--- src/rtl/des_decrypt_iter.sv ---
// Iterative DES decryption core: one Feistel round per clock, reverse-order subkeys derived on the fly.
// Define DES_KEY_PARITY_CHK_EN to add the advisory key_err output (odd-parity check on key_in bytes).
module des_decrypt_iter #(
  parameter int NUM_ROUNDS = 16
) (
  input  logic        clk,
  input  logic        reset,
  input  logic        load,
  input  logic [63:0] key_in,
  input  logic [63:0] data_in,
  output logic        busy,
  output logic        done,
  output logic [63:0] data_out
`ifdef DES_KEY_PARITY_CHK_EN
  ,
  output logic        key_err
`endif
);

  localparam int CNT_W = $clog2(NUM_ROUNDS);

  localparam int IP_T [64] = '{
    58, 50, 42, 34, 26, 18, 10, 2, 60, 52, 44, 36, 28, 20, 12, 4,
    62, 54, 46, 38, 30, 22, 14, 6, 64, 56, 48, 40, 32, 24, 16, 8,
    57, 49, 41, 33, 25, 17,  9, 1, 59, 51, 43, 35, 27, 19, 11, 3,
    61, 53, 45, 37, 29, 21, 13, 5, 63, 55, 47, 39, 31, 23, 15, 7};

  localparam int FP_T [64] = '{
    40, 8, 48, 16, 56, 24, 64, 32, 39, 7, 47, 15, 55, 23, 63, 31,
    38, 6, 46, 14, 54, 22, 62, 30, 37, 5, 45, 13, 53, 21, 61, 29,
    36, 4, 44, 12, 52, 20, 60, 28, 35, 3, 43, 11, 51, 19, 59, 27,
    34, 2, 42, 10, 50, 18, 58, 26, 33, 1, 41,  9, 49, 17, 57, 25};

  localparam int PC1_T [56] = '{
    57, 49, 41, 33, 25, 17,  9,  1, 58, 50, 42, 34, 26, 18,
    10,  2, 59, 51, 43, 35, 27, 19, 11,  3, 60, 52, 44, 36,
    63, 55, 47, 39, 31, 23, 15,  7, 62, 54, 46, 38, 30, 22,
    14,  6, 61, 53, 45, 37, 29, 21, 13,  5, 28, 20, 12,  4};

  localparam int PC2_T [48] = '{
    14, 17, 11, 24,  1,  5,  3, 28, 15,  6, 21, 10,
    23, 19, 12,  4, 26,  8, 16,  7, 27, 20, 13,  2,
    41, 52, 31, 37, 47, 55, 30, 40, 51, 45, 33, 48,
    44, 49, 39, 56, 34, 53, 46, 42, 50, 36, 29, 32};

  localparam int E_T [48] = '{
    32,  1,  2,  3,  4,  5,  4,  5,  6,  7,  8,  9,
     8,  9, 10, 11, 12, 13, 12, 13, 14, 15, 16, 17,
    16, 17, 18, 19, 20, 21, 20, 21, 22, 23, 24, 25,
    24, 25, 26, 27, 28, 29, 28, 29, 30, 31, 32,  1};

  localparam int P_T [32] = '{
    16,  7, 20, 21, 29, 12, 28, 17,  1, 15, 23, 26,  5, 18, 31, 10,
     2,  8, 24, 14, 32, 27,  3,  9, 19, 13, 30,  6, 22, 11,  4, 25};

  // Each S-box row-major: entry index = row*16 + column.
  localparam int SBOX [8][64] = '{
    '{14, 4, 13, 1, 2, 15, 11, 8, 3, 10, 6, 12, 5, 9, 0, 7,
      0, 15, 7, 4, 14, 2, 13, 1, 10, 6, 12, 11, 9, 5, 3, 8,
      4, 1, 14, 8, 13, 6, 2, 11, 15, 12, 9, 7, 3, 10, 5, 0,
      15, 12, 8, 2, 4, 9, 1, 7, 5, 11, 3, 14, 10, 0, 6, 13},
    '{15, 1, 8, 14, 6, 11, 3, 4, 9, 7, 2, 13, 12, 0, 5, 10,
      3, 13, 4, 7, 15, 2, 8, 14, 12, 0, 1, 10, 6, 9, 11, 5,
      0, 14, 7, 11, 10, 4, 13, 1, 5, 8, 12, 6, 9, 3, 2, 15,
      13, 8, 10, 1, 3, 15, 4, 2, 11, 6, 7, 12, 0, 5, 14, 9},
    '{10, 0, 9, 14, 6, 3, 15, 5, 1, 13, 12, 7, 11, 4, 2, 8,
      13, 7, 0, 9, 3, 4, 6, 10, 2, 8, 5, 14, 12, 11, 15, 1,
      13, 6, 4, 9, 8, 15, 3, 0, 11, 1, 2, 12, 5, 10, 14, 7,
      1, 10, 13, 0, 6, 9, 8, 7, 4, 15, 14, 3, 11, 5, 2, 12},
    '{7, 13, 14, 3, 0, 6, 9, 10, 1, 2, 8, 5, 11, 12, 4, 15,
      13, 8, 11, 5, 6, 15, 0, 3, 4, 7, 2, 12, 1, 10, 14, 9,
      10, 6, 9, 0, 12, 11, 7, 13, 15, 1, 3, 14, 5, 2, 8, 4,
      3, 15, 0, 6, 10, 1, 13, 8, 9, 4, 5, 11, 12, 7, 2, 14},
    '{2, 12, 4, 1, 7, 10, 11, 6, 8, 5, 3, 15, 13, 0, 14, 9,
      14, 11, 2, 12, 4, 7, 13, 1, 5, 0, 15, 10, 3, 9, 8, 6,
      4, 2, 1, 11, 10, 13, 7, 8, 15, 9, 12, 5, 6, 3, 0, 14,
      11, 8, 12, 7, 1, 14, 2, 13, 6, 15, 0, 9, 10, 4, 5, 3},
    '{12, 1, 10, 15, 9, 2, 6, 8, 0, 13, 3, 4, 14, 7, 5, 11,
      10, 15, 4, 2, 7, 12, 9, 5, 6, 1, 13, 14, 0, 11, 3, 8,
      9, 14, 15, 5, 2, 8, 12, 3, 7, 0, 4, 10, 1, 13, 11, 6,
      4, 3, 2, 12, 9, 5, 15, 10, 11, 14, 1, 7, 6, 0, 8, 13},
    '{4, 11, 2, 14, 15, 0, 8, 13, 3, 12, 9, 7, 5, 10, 6, 1,
      13, 0, 11, 7, 4, 9, 1, 10, 14, 3, 5, 12, 2, 15, 8, 6,
      1, 4, 11, 13, 12, 3, 7, 14, 10, 15, 6, 8, 0, 5, 9, 2,
      6, 11, 13, 8, 1, 4, 10, 7, 9, 5, 0, 15, 14, 2, 3, 12},
    '{13, 2, 8, 4, 6, 15, 11, 1, 10, 9, 3, 14, 5, 0, 12, 7,
      1, 15, 13, 8, 10, 3, 7, 4, 12, 5, 6, 11, 0, 14, 9, 2,
      7, 11, 4, 1, 9, 12, 14, 2, 0, 6, 10, 13, 15, 3, 5, 8,
      2, 1, 14, 7, 4, 10, 8, 13, 15, 12, 9, 0, 3, 5, 6, 11}};

  // Tables use DES 1-based bit numbers; DES bit k of an N-bit bus sits at index N-k.
  function automatic logic [63:0] perm_ip(input logic [63:0] x);
    logic [63:0] y;
    for (int i = 0; i < 64; i++) y[63-i] = x[64-IP_T[i]];
    return y;
  endfunction

  function automatic logic [63:0] perm_fp(input logic [63:0] x);
    logic [63:0] y;
    for (int i = 0; i < 64; i++) y[63-i] = x[64-FP_T[i]];
    return y;
  endfunction

  function automatic logic [55:0] perm_pc1(input logic [63:0] x);
    logic [55:0] y;
    for (int i = 0; i < 56; i++) y[55-i] = x[64-PC1_T[i]];
    return y;
  endfunction

  function automatic logic [47:0] perm_pc2(input logic [55:0] x);
    logic [47:0] y;
    for (int i = 0; i < 48; i++) y[47-i] = x[56-PC2_T[i]];
    return y;
  endfunction

  function automatic logic [31:0] feistel(input logic [31:0] r, input logic [47:0] k);
    logic [47:0] x;
    logic [31:0] s_out;
    logic [31:0] y;
    logic [5:0]  six;
    for (int i = 0; i < 48; i++) x[47-i] = r[32-E_T[i]];
    x = x ^ k;
    s_out = '0;
    for (int s = 0; s < 8; s++) begin
      six = x[47-6*s -: 6];
      s_out[31-4*s -: 4] = 4'(SBOX[s][{six[5], six[0], six[4:1]}]);
    end
    for (int i = 0; i < 32; i++) y[31-i] = s_out[32-P_T[i]];
    return y;
  endfunction

  function automatic logic [27:0] rotr28(input logic [27:0] x, input logic [1:0] amt);
    case (amt)
      2'd1:    return {x[0], x[27:1]};
      2'd2:    return {x[1:0], x[27:2]};
      default: return x;
    endcase
  endfunction

  typedef enum logic [1:0] {IDLE, ROUND, FINISH} state_t;

  state_t           state;
  logic [CNT_W-1:0] cnt;
  logic [31:0]      l_reg, r_reg;
  logic [27:0]      c_reg, d_reg;
  logic [63:0]      ip_data;
  logic [55:0]      pc1_key;
  logic [1:0]       rot_amt;
  logic [27:0]      c_rot, d_rot;
  logic [47:0]      round_key;
  logic [31:0]      f_out;

  assign ip_data = perm_ip(data_in);
  assign pc1_key = perm_pc1(key_in);

  // Round 0 uses C16/D16, which equal the PC1 output; later rounds undo the encryption left shifts.
  always_comb begin
    rot_amt = 2'd2;
    if (cnt == '0)
      rot_amt = 2'd0;
    else if (cnt == CNT_W'(1) || cnt == CNT_W'(8) || cnt == CNT_W'(15))
      rot_amt = 2'd1;
    c_rot     = rotr28(c_reg, rot_amt);
    d_rot     = rotr28(d_reg, rot_amt);
    round_key = perm_pc2({c_rot, d_rot});
    f_out     = feistel(r_reg, round_key);
  end

`ifdef DES_KEY_PARITY_CHK_EN
  logic key_bad;

  always_comb begin
    key_bad = 1'b0;
    for (int b = 0; b < 8; b++) key_bad = key_bad | ~(^key_in[8*b +: 8]);
  end
`endif

  always_ff @(posedge clk or posedge reset) begin
    if (reset) begin
      state    <= IDLE;
      cnt      <= '0;
      l_reg    <= '0;
      r_reg    <= '0;
      c_reg    <= '0;
      d_reg    <= '0;
      busy     <= 1'b0;
      done     <= 1'b0;
      data_out <= '0;
`ifdef DES_KEY_PARITY_CHK_EN
      key_err  <= 1'b0;
`endif
    end else begin
      done <= 1'b0;
      case (state)
        IDLE: begin
          if (load) begin
            l_reg   <= ip_data[63:32];
            r_reg   <= ip_data[31:0];
            c_reg   <= pc1_key[55:28];
            d_reg   <= pc1_key[27:0];
            cnt     <= '0;
            busy    <= 1'b1;
            state   <= ROUND;
`ifdef DES_KEY_PARITY_CHK_EN
            key_err <= key_bad;
`endif
          end
        end
        ROUND: begin
          l_reg <= r_reg;
          r_reg <= l_reg ^ f_out;
          c_reg <= c_rot;
          d_reg <= d_rot;
          cnt   <= cnt + 1'b1;
          if (cnt == CNT_W'(NUM_ROUNDS - 1)) state <= FINISH;
        end
        FINISH: begin
          data_out <= perm_fp({r_reg, l_reg});
          done     <= 1'b1;
          busy     <= 1'b0;
          state    <= IDLE;
        end
        default: begin
          busy  <= 1'b0;
          state <= IDLE;
        end
      endcase
    end
  end

endmodule
--- config.mk ---
export PLATFORM = sky130hd
export DESIGN_NAME = des_decrypt_iter
export DESIGN_NICKNAME = d
export VERILOG_FILES = /design/src/rtl/des_decrypt_iter.sv
export SDC_FILE = /design/constraint.sdc
export NUM_CORES = 1
export LEC_CHECK = 0
export CAP_MARGIN = 10
export CORE_MARGIN = 2
export CORE_UTILIZATION = 61
export DETAILED_ROUTE_END_ITERATION = 6
export PLACE_DENSITY = 0.95
export REMOVE_ABC_BUFFERS = 1
export SLEW_MARGIN = 10
export SYNTH_ARGS = -nofsm -noshare
export SYNTH_HDL_FRONTEND = slang
export SYNTH_SLANG_ARGS = --single-unit
--- constraint.sdc ---
create_clock -name clk -period 24 [get_ports clk]
set_clock_uncertainty 0.15 [all_clocks]
set_input_delay 7.2 -clock clk [delete_from_list [all_inputs] [get_ports clk]]
set_output_delay 7.2 -clock clk [all_outputs]
set_load 0.03 [all_outputs]
# Yosys cells after proc, flatten, opt, wreduce, memory -nomap -nowiden
# Memory sizes are Yosys's and may differ from the RTL's.
# Cells that the tools add are included.
[word_totals]
n_memories = 8
out_inout_bits = 66
input_bits = 131
latchBits = 0
romBits = 16384
word_cells = 94
ff_bits = 192
mem_bits_rw = 0
[op_classes]
shift = 0
bitwise = 11
reduce_logical = 9
n_mux = 36
n_addsub = 1
multipliers = 0
n_eq_ne = 10
order_cmp = 8
div = 0
[mem_list]
columns = ["name", "depth", "word_bits", "rd", "rd_ports_with_merged_regs", "wr", "line", "source"]
rows = [
  ["(name not given)", 64, 32, 1, 0, 0, "126", "s_out[31-4*s -: 4] = 4'(SBOX[s][{six[5], six[0], six[4:1]}]);"],
  ["(name not given)", 64, 32, 1, 0, 0, "126", ""],
  ["(name not given)", 64, 32, 1, 0, 0, "126", ""],
  ["(name not given)", 64, 32, 1, 0, 0, "126", ""],
  ["(name not given)", 64, 32, 1, 0, 0, "126", ""],
  ["(name not given)", 64, 32, 1, 0, 0, "126", ""],
  ["2 more memories", "--", "--", "--", "--", "--", "--", ""],
]
[op_table]
columns = ["op", "count"]
rows = [
  ["28-bit one-hot mux with 2 select lines", 4],
  ["32-bit one-hot mux with 2 select lines", 2],
  ["4-bit two-way mux", 17],
  ["32-bit two-way mux", 2],
  ["7-bit greater-or-equal comparator (second input constant)", 8],
  ["28-bit two-way mux", 2],
  ["6-bit NOT with 7-bit output", 8],
  ["48-bit bitwise XOR", 1],
  ["32-bit bitwise XOR", 1],
  ["4-bit == test (second input constant)", 2],
  ["2-bit two-way mux", 4],
  ["4-bit one-hot mux with 2 select lines", 1],
  ["2-bit AND reduction", 3],
  ["4-bit by 1-bit adder with 4-bit output (second input constant)", 1],
  ["2-bit by 1-bit == test with 1-bit output (second input constant)", 2],
  ["2-bit == test (second input constant)", 2],
  ["4-bit by 1-bit == test with 1-bit output (second input constant)", 1],
  ["4-bit logical NOT", 1],
  ["2-bit inequality test (second input constant)", 2],
  ["2-bit one-hot mux with 2 select lines", 1],
  ["3-bit by 1-bit inequality test with 1-bit output (second input constant)", 1],
  ["3-bit AND reduction", 1],
  ["2-bit logical NOT", 1],
  ["1-bit logical OR", 2],
  ["other kinds (4)", 5],
]

# Depth between registers and ports, before layout
[logic_depth]
depth_word = 14
depth_mapped = 20
mapped_depth_nobuf = 17

# Worst setup path after synthesis
# Ideal clock, no wire load.
[synth_path]
path_type = "input to register"
start = "in load"
end = "reg c_reg[17]"
path_buffers = 3
arrival_ps = 8741
setup_time_ps = 134
path_slack_ps = 14975
cell_stages = 6
t_required_ps = 23716
path_cell_list = "nor2b_1 -> clkbuf_1 -> clkbuf_1 -> clkbuf_1 -> mux2i_1 -> o21ai_0"
[synth_between]
elab_chain_cells = 2
[synth_rtl]
columns = ["element", "line", "source"]
rows = [
  ["from (decl)", "8", "input logic load,"],
  ["2-bit inequality test (no line)", "--", ""],
  ["2-bit AND reduction (no line)", "--", ""],
  ["to (signal assigned)", "199", "c_reg <= pc1_key[55:28];"],
  ["to (signal assigned)", "212", "c_reg <= c_rot;"],
  ["to (decl)", "145", "logic [27:0] c_reg, d_reg;"],
]
# Every way passes these cells.
# A chain may end at the register's enable or synchronous reset.

# Worst setup path in the final report
[layout_path]
start = "in load"
end = "reg r_reg[7]"
[layout_between]
elab_chain_cells = 2
[layout_rtl]
columns = ["element", "line", "source"]
rows = [
  ["2-bit inequality test (no line)", "--", ""],
  ["2-bit AND reduction (no line)", "--", ""],
  ["to (signal assigned)", "198", "r_reg <= ip_data[31:0];"],
  ["to (signal assigned)", "211", "r_reg <= l_reg ^ f_out;"],
  ["to (decl)", "144", "logic [31:0] l_reg, r_reg;"],
]
# Every way passes these cells.

==> results.md <==
* Register area at 0.004805 mm²
* Mapped Cells at approximately 1900
* Final worst slack at 13.82 ns
* Root buf cell: clkbuf_16
* Die Footprint at 0.02723 mm²
* Largest net degree at the start of global routing at about 120
* Post-CTS sizing at 0
* CP dominant cell by count: buf_4
* Crit. End Element: register
* Largest buffer count on any clock path at 2
* Ys async rst share at 100.0%
* Final HPWL DP at about 34000 µm
* Period utilization at 42.43%
* Max-Slew Margin vs Limit at 19.66%
* Proportion of synthesized area in mux cells at 9.732%
* Area occupied by multi-input gates at ~0.010 mm²
* Final setup viols at 0
* Max incr delay on CP at 0.89 ns
* CTS Sinks at 192
* DR iter-0 viols at approximately 2100
* Gr ovfl total at 0
* Warnings from Yosys at 0
* Hold Violations, Final at 0
* Buffers on Ports at 188
* Core Region at between 0.02 and 0.03 mm²
* Routed vias/inst at roughly 6.7
* Synth Area in Simple Gates at 20.56%
* Area contributors post-synth: dfrtp_1, nand2_1, mux2i_1
* Vias in the first global route at roughly 15000
* Initial Util at approximately 62%
* Clock tree from TritonCTS: built
* Nets at 2192
* Worst slack at placement at 13.47 ns
* Sequential area share after synthesis at between 30% and 40%
* Slew Limit Fails at 0
* Die Ht at 165.0 µm
* F_max at ~0.098 GHz
* Synth Area in XOR/XNOR at 4.605%
* Critical Path Start Type: input port
* Max FFs per register at 64
* Synth Flop Type: dfrtp_1
* # diodes at 0
* Number of hold buffers added after cts at 0
* Fraction of layout cells with a size suffix above 1 at 7.765%
* # IOs at between 150 and 200
* Final Critical Period at 10.18 ns
* Cell chain of the critical path: clkdlybuf4s50_1, nor2b_4, buf_4, buf_4, mux2i_1, a222oi_1, nor2b_1
* Initial antenna violation count at 0
* Syn_area_per_cell at 8.314 µm²
* Via count at 15690
* RSZ-0062 raised after global routing: no
* Max-cap violations at 0
* Post-Route WL at 49210 µm
* Critical path type: in2reg
* Overall die width at about 170 µm
* Synth area leader: dfrtp_1
* Row cnt at 58
* #FFs+latches synth at 192
* Clk pin slew, worst setup/hold paths at 0.08 ns
* Post-synth EDFFs at 0
* GP Congestion at 0.9452
* Required time of the critical path at 24.22 ns
* Mapped Area at 0.01581 mm²
* Final antenna-violating net count at 0
* DR WL/cell at 21.04 µm
* CTS HTree Levels at 4
* First-pass GRT wire length at 77770 µm
* DRC at 0
* Synth Area in Compound Gates at 24.43%
* Postcts setup bufs at 0
* Worst Path Arrival at approximately 10 ns
* Clk Latency, worst-skew pair at 0.45 ns
* Worst-Margin Slew at 1.196 ns
* Adder-Cell Fraction of Synth Area at 5.143%
* Total global-route track usage at 35.95%
* Largest family of logic cells by synthesized area: compound AO/OA/AOI/OAI gates
* Yosys top cell area share at 30.38%
* Slowest CP cell: buf_4
* CTS Buf Count at 17
* CP Max Fanout at 69
* Yosys cell types at a little over 100
* DR pass1 iterations at 6
* Hold Path Class: reg2reg
* Layout area overhead at 15.34%
* Setup TNS at 0 ns
* Fillers at approximately 1900
* Outcome: complete, no violations
## metal layers
layer | routed length, µm | global-route usage (%) | vias up
li1 | - | - | 7151
met1 | 19750 | 48.28 | 7449
met2 | 22600 | 56.82 | 912
met3 | 4609 | 6.153 | 175
met4 | 2253 | 16.56 | 0
met5 | 0 | 0 | -
## synthesized netlist by cell type, types with 9 or more instances
cell         n
dfrtp_1    192
nand4_1     14
a2111oi_0   10
ha_1        65
a211oi_1    52
mux2i_1    111
a31oi_1     10
and2_1      31
xnor2_1     27
mux2_2      15
o221ai_1     9
o22a_1      20
mux4_2      11
o21a_1      11
o21ai_1     20
clkbuf_1    66
or3_1       39
a21oi_1     99
o21ai_0    135
nor3_1      62
nor4_1      15
nand3_1     37
o31ai_1      9
o211ai_1    34
o22ai_1     38
buf_2       36
nand2_1    335
inv_1       40
nor2_2       9
nor2_1      83
buf_1       15
buf_4        9
o32ai_1      9
xor2_1      28
## kinds of logic (layout without fill, tap and decap cells)
| logic type | count (synthesis) | count (layout) |
|---|---|---|
| AOI/OAI and AO/OA | 572 | 572 |
| xor gates and xnor gates | 68 | 68 |
| adders and majority gates | 65 | 65 |
| buffers and inverters | 182 | 289 |
| DFF | 192 | 192 |
| muxes | 138 | 138 |
| and+or+nand+nor | 685 | 685 |
## worst max-delay path, delay by kind of cell
| family | cells | cell delay (ns) |
|---|---|---|
| mux | 1 | 0.19 |
| buf+inv | 3 | 2.15 |
| compound gates | 1 | 0.36 |
| simple gates | 2 | 0.38 |
## path summary, 6_finish.rpt
kind	slack, ns	depth (start not counted)	to	start
setup reg to reg	18.99	15	r_reg[31]	cnt[0]
setup / recovery	13.82	7	r_reg[7]	load
hold / removal	0.32	2	data_out[14]	data_out[14]
min in group asynchronous	7.18	2	data_out[17]	reset
max in group asynchronous	14.97	3	busy	reset
hold reg to reg	0.32	2	data_out[14]	data_out[14]
## cells in the final DEF (no fill, tap or decap), types with 10 or more instances in the layout
| cell type | n |
|---|---|
| o22a_1 | 20 |
| ha_1 | 65 |
| mux2_2 | 15 |
| and2_1 | 31 |
| xnor2_1 | 27 |
| or3_1 | 39 |
| o22ai_1 | 38 |
| mux4_2 | 11 |
| a31oi_1 | 10 |
| o211ai_1 | 34 |
| o21ai_1 | 20 |
| clkbuf_16 | 17 |
| a21oi_1 | 99 |
| a211oi_1 | 52 |
| o21a_1 | 11 |
| dfrtp_1 | 192 |
| nand3_1 | 37 |
| inv_1 | 39 |
| buf_4 | 20 |
| clkdlybuf4s50_1 | 188 |
| nand4_1 | 14 |
| nor2_1 | 82 |
| nor4_1 | 15 |
| o21ai_0 | 135 |
| a2111oi_0 | 10 |
| mux2i_1 | 111 |
| nand2_1 | 333 |
| nor3_1 | 62 |
| xor2_1 | 28 |
## per-stage QoR
stage	std cells	hold WS (ns)	area, µm²	utilization (%)
after floorplan	1769	0.3173	15180	-
after global placement	2307	0.3087	17660	69.71
after detailed placement	2307	0.3122	17660	69.71
after CTS	2339	0.3303	18240	72.02
after global routing	2339	0.3420	18240	72.02
final	2339	0.3243	18240	72.02
## final cells by class
cell class / instances / area share [%]
tap: 330 / 2.264
sequential: 192 / 26.34
clock buffer: 18 / 2.408
clock inverter: 14 / 0.7957
timing repair buffer: 208 / 11.14
inverter: 49 / 1.050
multi-input combinational: 1528 / 56.00
Power is not shown: default switching activity piles up to over one toggle a cycle in this logic, so the estimate is an artifact.
